File: src/rtl/i2s_rx.sv
//==============================================================================
// Module   : i2s_rx
// Purpose  : I2S receiver. Oversamples an external I2S stream (SCLK/LRCK/SDATA)
//            in the clk_74a domain and recovers left/right samples of
//            SAMPLE_BITS bits each. Frame format: 32 SCLK per slot, MSB first,
//            data delayed one SCLK after the LRCK edge, LRCK=0 is the left
//            slot. SCLK is treated as data, never as a clock.
// Ports    : clk_74a      - system clock, the only clock in the block
//            reset_n      - asynchronous active-low reset, released synchronously
//            i2s_sclk     - I2S bit clock, asynchronous to clk_74a
//            i2s_lrck     - I2S word select, 0 = left, 1 = right
//            i2s_data     - I2S serial data
//            left_audio   - last complete left sample (two's complement)
//            right_audio  - last complete right sample, paired with left_audio
//            sample_valid - 1-cycle pulse: a new stereo pair was loaded
//            frame_error  - 1-cycle pulse: a slot ended short of SAMPLE_BITS bits
// Revision : 1.0 - initial release
//==============================================================================
`default_nettype none

module i2s_rx #(
    parameter int SAMPLE_BITS = 16,
    parameter int SYNC_STAGES = 2
) (
    input  logic                   clk_74a,
    input  logic                   reset_n,
    input  logic                   i2s_sclk,
    input  logic                   i2s_lrck,
    input  logic                   i2s_data,
    output logic [SAMPLE_BITS-1:0] left_audio,
    output logic [SAMPLE_BITS-1:0] right_audio,
    output logic                   sample_valid,
    output logic                   frame_error
);

    localparam int                c_CNT_W = $clog2(SAMPLE_BITS + 1);
    localparam logic [c_CNT_W-1:0] c_FULL = c_CNT_W'(SAMPLE_BITS);
    localparam logic [c_CNT_W-1:0] c_LAST = c_CNT_W'(SAMPLE_BITS - 1);

    // Synchronizers: shift in at bit 0, synced value taken from the top bit.
    logic [SYNC_STAGES-1:0] r_sclk_sync;
    logic [SYNC_STAGES-1:0] r_lrck_sync;
    logic [SYNC_STAGES-1:0] r_data_sync;
    logic                   r_sclk_d;

    logic                   w_sclk_s;
    logic                   w_lrck_s;
    logic                   w_data_s;
    logic                   w_rise;

    // Rise strobe and its data/lrck, registered once so the capture logic
    // starts from flops rather than from the synchronizer outputs.
    logic                   r_rise_q;
    logic                   r_lrck_q;
    logic                   r_data_q;

    // Slot capture state
    logic                   r_lrck_prev;
    logic                   r_locked;
    logic                   r_chan;
    logic                   r_left_ok;
    logic [c_CNT_W-1:0]     r_bit_cnt;
    logic [SAMPLE_BITS-1:0] r_shift;
    logic [SAMPLE_BITS-1:0] r_left_hold;
    logic                   r_pair_evt;
    logic                   r_err_evt;

    logic                   w_boundary;
    logic                   w_capture;
    logic                   w_word_done;
    logic [SAMPLE_BITS-1:0] w_word;

    assign w_sclk_s = r_sclk_sync[SYNC_STAGES-1];
    assign w_lrck_s = r_lrck_sync[SYNC_STAGES-1];
    assign w_data_s = r_data_sync[SYNC_STAGES-1];
    assign w_rise   = w_sclk_s & ~r_sclk_d;

    always_ff @(posedge clk_74a or negedge reset_n) begin
        if (!reset_n) begin
            r_sclk_sync <= '0;
            r_lrck_sync <= '0;
            r_data_sync <= '0;
            r_sclk_d    <= 1'b0;
            r_rise_q    <= 1'b0;
            r_lrck_q    <= 1'b0;
            r_data_q    <= 1'b0;
        end else begin
            r_sclk_sync <= {r_sclk_sync[SYNC_STAGES-2:0], i2s_sclk};
            r_lrck_sync <= {r_lrck_sync[SYNC_STAGES-2:0], i2s_lrck};
            r_data_sync <= {r_data_sync[SYNC_STAGES-2:0], i2s_data};
            r_sclk_d    <= w_sclk_s;
            r_rise_q    <= w_rise;
            r_lrck_q    <= w_lrck_s;
            r_data_q    <= w_data_s;
        end
    end

    // An LRCK change seen at a rise marks a slot boundary; that rise carries
    // the previous slot's last bit, so it is never shifted in.
    assign w_boundary  = (r_lrck_q != r_lrck_prev);
    assign w_capture   = !w_boundary && r_locked && (r_bit_cnt != c_FULL);
    assign w_word      = {r_shift[SAMPLE_BITS-2:0], r_data_q};
    assign w_word_done = w_capture && (r_bit_cnt == c_LAST);

    always_ff @(posedge clk_74a or negedge reset_n) begin
        if (!reset_n) begin
            r_lrck_prev <= 1'b0;
            r_locked    <= 1'b0;
            r_chan      <= 1'b0;
            r_left_ok   <= 1'b0;
            r_bit_cnt   <= '0;
            r_shift     <= '0;
            r_left_hold <= '0;
            r_pair_evt  <= 1'b0;
            r_err_evt   <= 1'b0;
        end else begin
            r_pair_evt <= 1'b0;
            r_err_evt  <= 1'b0;
            if (r_rise_q) begin
                r_lrck_prev <= r_lrck_q;
                if (w_boundary) begin
                    // A short slot only counts once we know where slots begin.
                    if (r_locked && (r_bit_cnt != c_FULL)) begin
                        r_err_evt <= 1'b1;
                        r_left_ok <= 1'b0;
                    end
                    r_bit_cnt <= '0;
                    r_shift   <= '0;
                    r_chan    <= r_lrck_q;
                    r_locked  <= 1'b1;
                end else if (w_capture) begin
                    r_shift   <= w_word;
                    r_bit_cnt <= r_bit_cnt + c_CNT_W'(1);
                    if (w_word_done) begin
                        if (!r_chan) begin
                            r_left_hold <= w_word;
                            r_left_ok   <= 1'b1;
                        end else begin
                            // A right word without a preceding left word is
                            // dropped quietly: it is the tail of a lock-in.
                            r_pair_evt <= r_left_ok;
                            r_left_ok  <= 1'b0;
                        end
                    end
                end
            end
        end
    end

    // Output stage: r_shift still holds the completed right word here, as
    // the next boundary is many clk_74a cycles away.
    always_ff @(posedge clk_74a or negedge reset_n) begin
        if (!reset_n) begin
            left_audio   <= '0;
            right_audio  <= '0;
            sample_valid <= 1'b0;
            frame_error  <= 1'b0;
        end else begin
            sample_valid <= r_pair_evt;
            frame_error  <= r_err_evt;
            if (r_pair_evt) begin
                left_audio  <= r_left_hold;
                right_audio <= r_shift;
            end
        end
    end

endmodule

`default_nettype wire
File: config.mk
export PLATFORM = sky130hd
export DESIGN_NAME = i2s_rx
export DESIGN_NICKNAME = d
export VERILOG_FILES = /design/src/rtl/i2s_rx.sv
export SDC_FILE = /design/constraint.sdc
export NUM_CORES = 1
export LEC_CHECK = 0
export BUFFER_PORTS_ARGS = -buffer_cell sky130_fd_sc_hd__buf_2
export CAP_MARGIN = 25
export CORE_MARGIN = 5
export CORE_UTILIZATION = 55
export DETAILED_ROUTE_END_ITERATION = 10
export GPL_TIMING_DRIVEN = 0
export PLACE_DENSITY = 0.76
export SYNTH_ARGS = -nofsm -noshare
export SYNTH_HDL_FRONTEND = slang
export SYNTH_SLANG_ARGS = --single-unit
export TNS_END_PERCENT = 1
File: constraint.sdc
create_clock -name clk_74a -period 2.5 [get_ports clk_74a]
set_input_delay 0.375 -clock clk_74a [delete_from_list [all_inputs] [get_ports clk_74a]]
set_output_delay 0.375 -clock clk_74a [all_outputs]
set_load 0.1 [all_outputs]
==> flow_metrics.env, run 1 <==
export IMPL_path_class="reg2reg"
export IMPL_setup_violations=0
export IMPL_ys_ff_latch=87
export IMPL_gr_total_overflow=0
export IMPL_grt_max_degree=48
export IMPL_setup_tns_final_ps=0
export IMPL_period_share_pct=90.9
export IMPL_end_kind="flop"
export IMPL_cts_hold_buf=0
export IMPL_internal_power_mw=2.09
export IMPL_num_nets_final=257
export IMPL_placed_cells=310
export IMPL_rsz0062_at_grt="no"
export IMPL_slew_headroom_pct=56.1
export IMPL_area_delta_synth_final_pct=16.5
export IMPL_skew_ps=8.31
export IMPL_drive_gt1_share_pct=43.3
export IMPL_peakVddDrop_uv=505
export IMPL_ys_seq_area_share_pct=67.8
export IMPL_p_sw_share_pct=21.0
export IMPL_outcome="completed"
export IMPL_die_h_um=86.4
export IMPL_track_usage_pct=16.2
export IMPL_cp_arrival_ps=2490
export IMPL_pre_cts_ws_ps=193
export IMPL_path_max_fanout=10
export IMPL_setup_slack_ps=228
export IMPL_synth_nets=207
export IMPL_vias_per_cell=5.31
export IMPL_ys_warn_count=0
export IMPL_multi_input_area_sq_um=968
export IMPL_final_core_util_pct=67.1
export IMPL_switchingPower_uw=554
export IMPL_pwr_share_clk_pct=39.8
export IMPL_cts_root_buf="clkbuf_8"
export IMPL_wirelength_mm=5.12
export IMPL_p_leak_nw=1.95
export IMPL_ant_nets=0
export IMPL_max_freq_mhz=440
export IMPL_hold_path_class="in2async"
export IMPL_power_density_nw_per_um2=706
export IMPL_diodes=0
export IMPL_yosysUniqueCellTypes=29
export IMPL_clk_pin_slew_worst_paths_ps=80
export IMPL_finalMaxSlewViolations=0
export IMPL_first_iter_violations=56
export IMPL_synth_flop_cell="dfrtp_1"
export IMPL_start_kind="flop"
export IMPL_synthTopCellsByArea="dfrtp_1 68%, mux2_2 18%, a22o_1 4.9%"
export IMPL_worstMarginPinSlew_ps=654
export IMPL_syn_area_per_cell_sq_um=16.1
export IMPL_cts_repair_resized=0
export IMPL_async_flop_share_pct=100
export IMPL_post_cts_buffers=0
export IMPL_min_period_ps=2270
export IMPL_final_seq_area_sq_um=2180
export IMPL_cts_inserted_buffers=9
export IMPL_yosysTopAreaCell="dfrtp_1"
export IMPL_cts_sinks=87
export IMPL_htreeDepth=3
export IMPL_core_sq_um=5570
export IMPL_dp_hpwl_mm=3.51
export IMPL_die_area_sq_um=7460
export IMPL_holdWs_ps=5.46
export IMPL_clk_latency_ps=340
export IMPL_clk_path_buf_depth=2
export IMPL_drc_errors=0
export IMPL_start_util_pct=57.6
export IMPL_n_fill_cell=415
export IMPL_fin_cells=324
export IMPL_grt_pass1_vias=1871
export IMPL_synthesis_area_sq_um=3210
export IMPL_antenna_found_initial=0
export IMPL_netlist_instances=199
export IMPL_synth_enable_flop_cells=0
export IMPL_maxCapViolations=0
export IMPL_synth_top_cell_area_share_pct=67.8
export IMPL_grt_pass1_wl_mm=9.31
export IMPL_reg2reg_from="r_bit_cnt[0]$_DFFE_PN0P_"
export IMPL_num_rows=27
export IMPL_pwr_share_seq_pct=55.4
export IMPL_worstSetupStartpoint="r_bit_cnt[0]$_DFFE_PN0P_"
export IMPL_fp_dieW_um=86.4
export IMPL_gp_congestion=0.753
export IMPL_required_ps=2720
export IMPL_wl_per_cell_um=15.8
export IMPL_vias=1720
export IMPL_first_pass_iters=4
export IMPL_hold_viol=0
export IMPL_cts_tree="done"
export IMPL_pin_count=39
export IMPL_io_buffer_count=38
export IMPL_power_frac_comb_pct=4.9
-- kinds of logic (layout without fill, tap and decap cells) --
kind of cell / after synthesis / count (layout) / synth area share [%]
xor+xnor: 1 / 1 / 0.507
mux: 50 / 50 / 17.5
buf+inv: 15 / 68 / 2.03
simple gates: 14 / 14 / 3.59
compound gates: 29 / 29 / 7.37
flops: 87 / 87 / 67.8
fa+ha+maj: 3 / 3 / 1.17
-- worst paths after layout --
kind	to	slack [ps]	cells after the start
worst max-delay path	r_left_hold[7]$_DFFE_PN0P_	230	7
worst min-delay path	r_chan$_DFFE_PN0P_	5	1
worst max register to register	r_left_hold[7]$_DFFE_PN0P_	230	7
worst min register to register	r_lrck_q$_DFF_PN0_	350	0
max in group asynchronous	r_shift[8]$_DFFE_PN0P_	1900	2
min in group clk_74a	r_data_sync[0]$_DFF_PN0_	140	1
-- cell usage after synthesis, types with 2 or more instances --
library cell	n
o21ai_0	3
dfrtp_1	87
a21o_1	2
a22o_1	18
and4_1	2
ha_1	3
a21oi_1	2
inv_1	6
and3_1	2
buf_1	3
mux2_2	50
clkbuf_1	4
-- flip-flops by register name, indices dropped and copies added (netlist names), 2 cells and up --
name,cells
left_audio,16
r_left_hold,16
r_shift,16
right_audio,16
r_bit_cnt,5
r_data_sync,2
r_lrck_sync,2
r_sclk_sync,2
-- cell type report --
| type | instances | area share, % |
|---|---|---|
| plain buffers | 9 | 1.14 |
| clock buffers | 11 | 4.05 |
| clock inverters | 3 | 1.81 |
| inverters | 6 | 0.602 |
| multi-input cells | 97 | 25.9 |
| flip-flops and latches | 87 | 58.2 |
| well taps | 72 | 2.41 |
| repair buffers | 39 | 5.89 |
-- cell usage in the layout, fill, tap and decap left out, types with 2 or more instances in the layout --
master | synthesis | final
mux2_2 | 50 | 50
and3_1 | 2 | 2
a21oi_1 | 2 | 2
a21o_1 | 2 | 2
buf_2 | 1 | 38
dfrtp_1 | 87 | 87
inv_1 | 6 | 6
bufinv_16 | 0 | 2
clkbuf_1 | 4 | 4
and4_1 | 2 | 2
buf_1 | 3 | 3
clkbuf_8 | 0 | 11
ha_1 | 3 | 3
a22o_1 | 18 | 18
o21ai_0 | 3 | 3
-- through the flow --
step                total power, mW  instance area (sq um)
floorplan                      1.56                   3210
global placement               1.61                   3490
detailed placement             1.62                   3520
CTS                            2.68                   3740
global route                   2.77                   3740
finish                         2.64                   3740
-- power by group through the flow --
stage          logic (mW)  registers [mW]  clock network, mW
3_5_place_dp        0.133            1.49                  0
4_1_cts             0.133            1.46               1.08
2_1_floorplan      0.0685            1.49                  0
5_1_grt             0.148            1.47               1.15
6_report            0.128            1.46               1.05
3_3_place_gp        0.123            1.49                  0
-- worst max-delay path: stages (launching register included) --
cell and delay, ps:
dfrtp_1 390, ha_1 210, and3_1 170, ha_1 180
nand2b_1 100, nor4_4 500, buf_6 250, mux2_2 340
-- metal layers --
metal  track usage, %  vias to the layer above  routed length, um
met5                0                        -                  0
met4             6.94                        0                 70
met3             4.85                        6                235
met2             24.1                       34               2420
met1             22.2                      868               2400
li1                 -                      812                  -
Note: power is estimated with default switching activity, not from simulation.
==> inputs of run 2 (changes only) <==
--- a/config.mk
+++ b/config.mk
@@ -7,7 +7,7 @@
 export LEC_CHECK = 0
 export BUFFER_PORTS_ARGS = -buffer_cell sky130_fd_sc_hd__buf_2
 export CAP_MARGIN = 25
-export CORE_MARGIN = 5
+export CORE_MARGIN = 4
 export CORE_UTILIZATION = 55
 export DETAILED_ROUTE_END_ITERATION = 10
 export GPL_TIMING_DRIVEN = 0
==> flow_metrics.env, run 2 (synthesis gave the netlist of run 1 again) <==
export IMPL_outcome="completed"
export IMPL_p_sw_share_pct=21.8
export IMPL_cts_root_buf="clkbuf_8"
export IMPL_internal_power_mw=2.07
export IMPL_p_leak_nw=1.96
export IMPL_clk_latency_ps=340
export IMPL_peakVddDrop_uv=498
export IMPL_cts_sinks=87
export IMPL_diodes=0
export IMPL_wl_per_cell_um=15.8
export IMPL_start_kind="flop"
export IMPL_final_common_cell="dfrtp_1"
export IMPL_dp_hpwl_mm=3.46
export IMPL_start_util_pct=57.6
export IMPL_track_usage_pct=16.2
export IMPL_hold_viol=0
export IMPL_setup_tns_final_ps=0
export IMPL_gp_congestion=0.771
export IMPL_io_buffer_count=38
export IMPL_pin_count=39
export IMPL_reg2regPathDepth=7
export IMPL_power_frac_comb_pct=4.9
export IMPL_crit_top_cell="ha_1"
export IMPL_maxCapViolations=0
export IMPL_holdWs_ps=138
export IMPL_required_ps=2720
export IMPL_holdPathStages=1
export IMPL_clk_pin_slew_worst_paths_ps=80
export IMPL_hold_start="i2s_sclk"
export IMPL_end_kind="flop"
export IMPL_pwr_share_clk_pct=39.8
export IMPL_slew_headroom_pct=55.6
export IMPL_ant_nets=0
export IMPL_placed_cell_area_sq_um=3520
export IMPL_worstMarginPinSlew_ps=667
export IMPL_antenna_found_initial=0
export IMPL_num_nets_final=258
export IMPL_hold_path_class="in2reg"
export IMPL_crit_path_top_delay_cell="nor4_4"
export IMPL_path_max_fanout=10
export IMPL_wirelength_mm=5.17
export IMPL_clk_path_buf_depth=2
export IMPL_vias_per_cell=5.37
export IMPL_final_cell_area_sq_um=3750
export IMPL_core_sq_um=5570
export IMPL_die_h_um=84.4
export IMPL_num_rows=27
export IMPL_gr_total_overflow=0
export IMPL_first_pass_iters=4
export IMPL_power_density_nw_per_um2=704
export IMPL_drc_errors=0
export IMPL_reg2reg_from="r_bit_cnt[1]$_DFFE_PN0P_"
export IMPL_switchingPower_uw=576
export IMPL_r2r_end="r_left_hold[7]$_DFFE_PN0P_"
export IMPL_holdPathEnd="r_sclk_sync[0]$_DFF_PN0_"
export IMPL_finalMaxSlewViolations=0
export IMPL_grt_max_degree=57
export IMPL_max_freq_mhz=436
export IMPL_htreeDepth=3
export IMPL_period_share_pct=91.8
export IMPL_cpPeakStageDelay_ps=500
export IMPL_setup_violations=0
export IMPL_vias=1756
export IMPL_p_total_mw=2.64
export IMPL_pwr_share_seq_pct=55.3
export IMPL_first_iter_violations=81
export IMPL_area_delta_synth_final_pct=16.9
export IMPL_regToRegSetupSlack_ps=210
export IMPL_cp_arrival_ps=2520
export IMPL_die_area_sq_um=7120
export IMPL_cts_tree="done"
export IMPL_skew_ps=6.32
export IMPL_min_period_ps=2290
export IMPL_path_class="reg2reg"
export IMPL_layout_common_cells="87 x dfrtp_1, 50 x mux2_2, 38 x buf_2"
export IMPL_cp_cell_sequence="ha_1 > and3_1 > ha_1 > nand2b_1 > nor4_4 > buf_6 > mux2_2"
export IMPL_grt_pass1_vias=1927
export IMPL_cts_repair_resized=0
export IMPL_rsz0062_at_grt="no"
export IMPL_grt_pass1_wl_mm=9.17
export IMPL_cts_inserted_buffers=9
export IMPL_drive_gt1_share_pct=43.5
export IMPL_fp_dieW_um=84.4
==> run 2: changes by cell type in the layout (fill, tap and decap cells not counted), sizes merged <==
cell,delta
clkbuf,-1
dlygate4sd3,+1
clkinv,+4
clkinvlp,-1
==> run 2: repair_timing <==
item / in CTS / in global routing
hold buffers: 1 / 0
buffers inserted: 0 / 0
endpoints found under the hold margin: 31 / 0
==> run 2: area by class of cell <==
| type | instances | area (sq um) |
|---|---|---|
| Inverter | 6 | 22.5 |
| Timing Repair Buffer | 40 | 230 |
| Clock inverter | 6 | 83.8 |
| Clock buffer | 10 | 138 |
| Sequential cell | 87 | 2180 |
| Fill cell | 415 | 1820 |
| Tap cell | 72 | 90.1 |
| Multi-Input combinational cell | 97 | 968 |
| Buffer | 9 | 42.5 |
==> run 2: power by group through the flow <==
stage / Sequential, mW / Clock [mW] / Combinational (mW)
2_1_floorplan: 1.49 / 0 / 0.0685
3_3_place_gp: 1.49 / 0 / 0.123
3_5_place_dp: 1.49 / 0 / 0.134
4_1_cts: 1.46 / 1.08 / 0.135
5_1_grt: 1.47 / 1.14 / 0.149
6_report: 1.46 / 1.05 / 0.130
==> run 2: metrics by stage <==
step	util (%)	cells	setup slack, ps
6_report	67.3	327	205
5_1_grt	67.3	327	62.9
4_1_cts	67.3	327	177
3_5_place_dp	63.2	310	207
3_3_place_gp	62.6	309	246
2_1_floorplan	-	199	540
==> run 2: critical path, delay by kind of cell (launching register included) <==
family	cells	cell delay, ps
simple gates	3	780
fa+ha+maj	2	410
flops	1	400
mux	1	340
buf+inv	1	250
==> run 2: worst max path at each step <==
stage	cells past startpoint	end	from
2_1_floorplan	6	r_left_hold[10]$_DFFE_PN0P_	r_bit_cnt[0]$_DFFE_PN0P_
3_5_place_dp	7	r_left_hold[11]$_DFFE_PN0P_	r_bit_cnt[0]$_DFFE_PN0P_
5_1_grt	7	r_left_hold[7]$_DFFE_PN0P_	r_bit_cnt[1]$_DFFE_PN0P_
4_1_cts	7	r_left_hold[7]$_DFFE_PN0P_	r_bit_cnt[1]$_DFFE_PN0P_
3_3_place_gp	7	r_left_hold[15]$_DFFE_PN0P_	r_bit_cnt[0]$_DFFE_PN0P_
6_report	7	r_left_hold[7]$_DFFE_PN0P_	r_bit_cnt[1]$_DFFE_PN0P_
==> run 2: layer usage <==
metal	GRT usage, %	routed length (um)	vias up
met5	0	0	-
met1	22.6	2490	895
met4	6.91	76	0
met3	3.63	167	9
li1	-	-	819
met2	24.6	2440	33
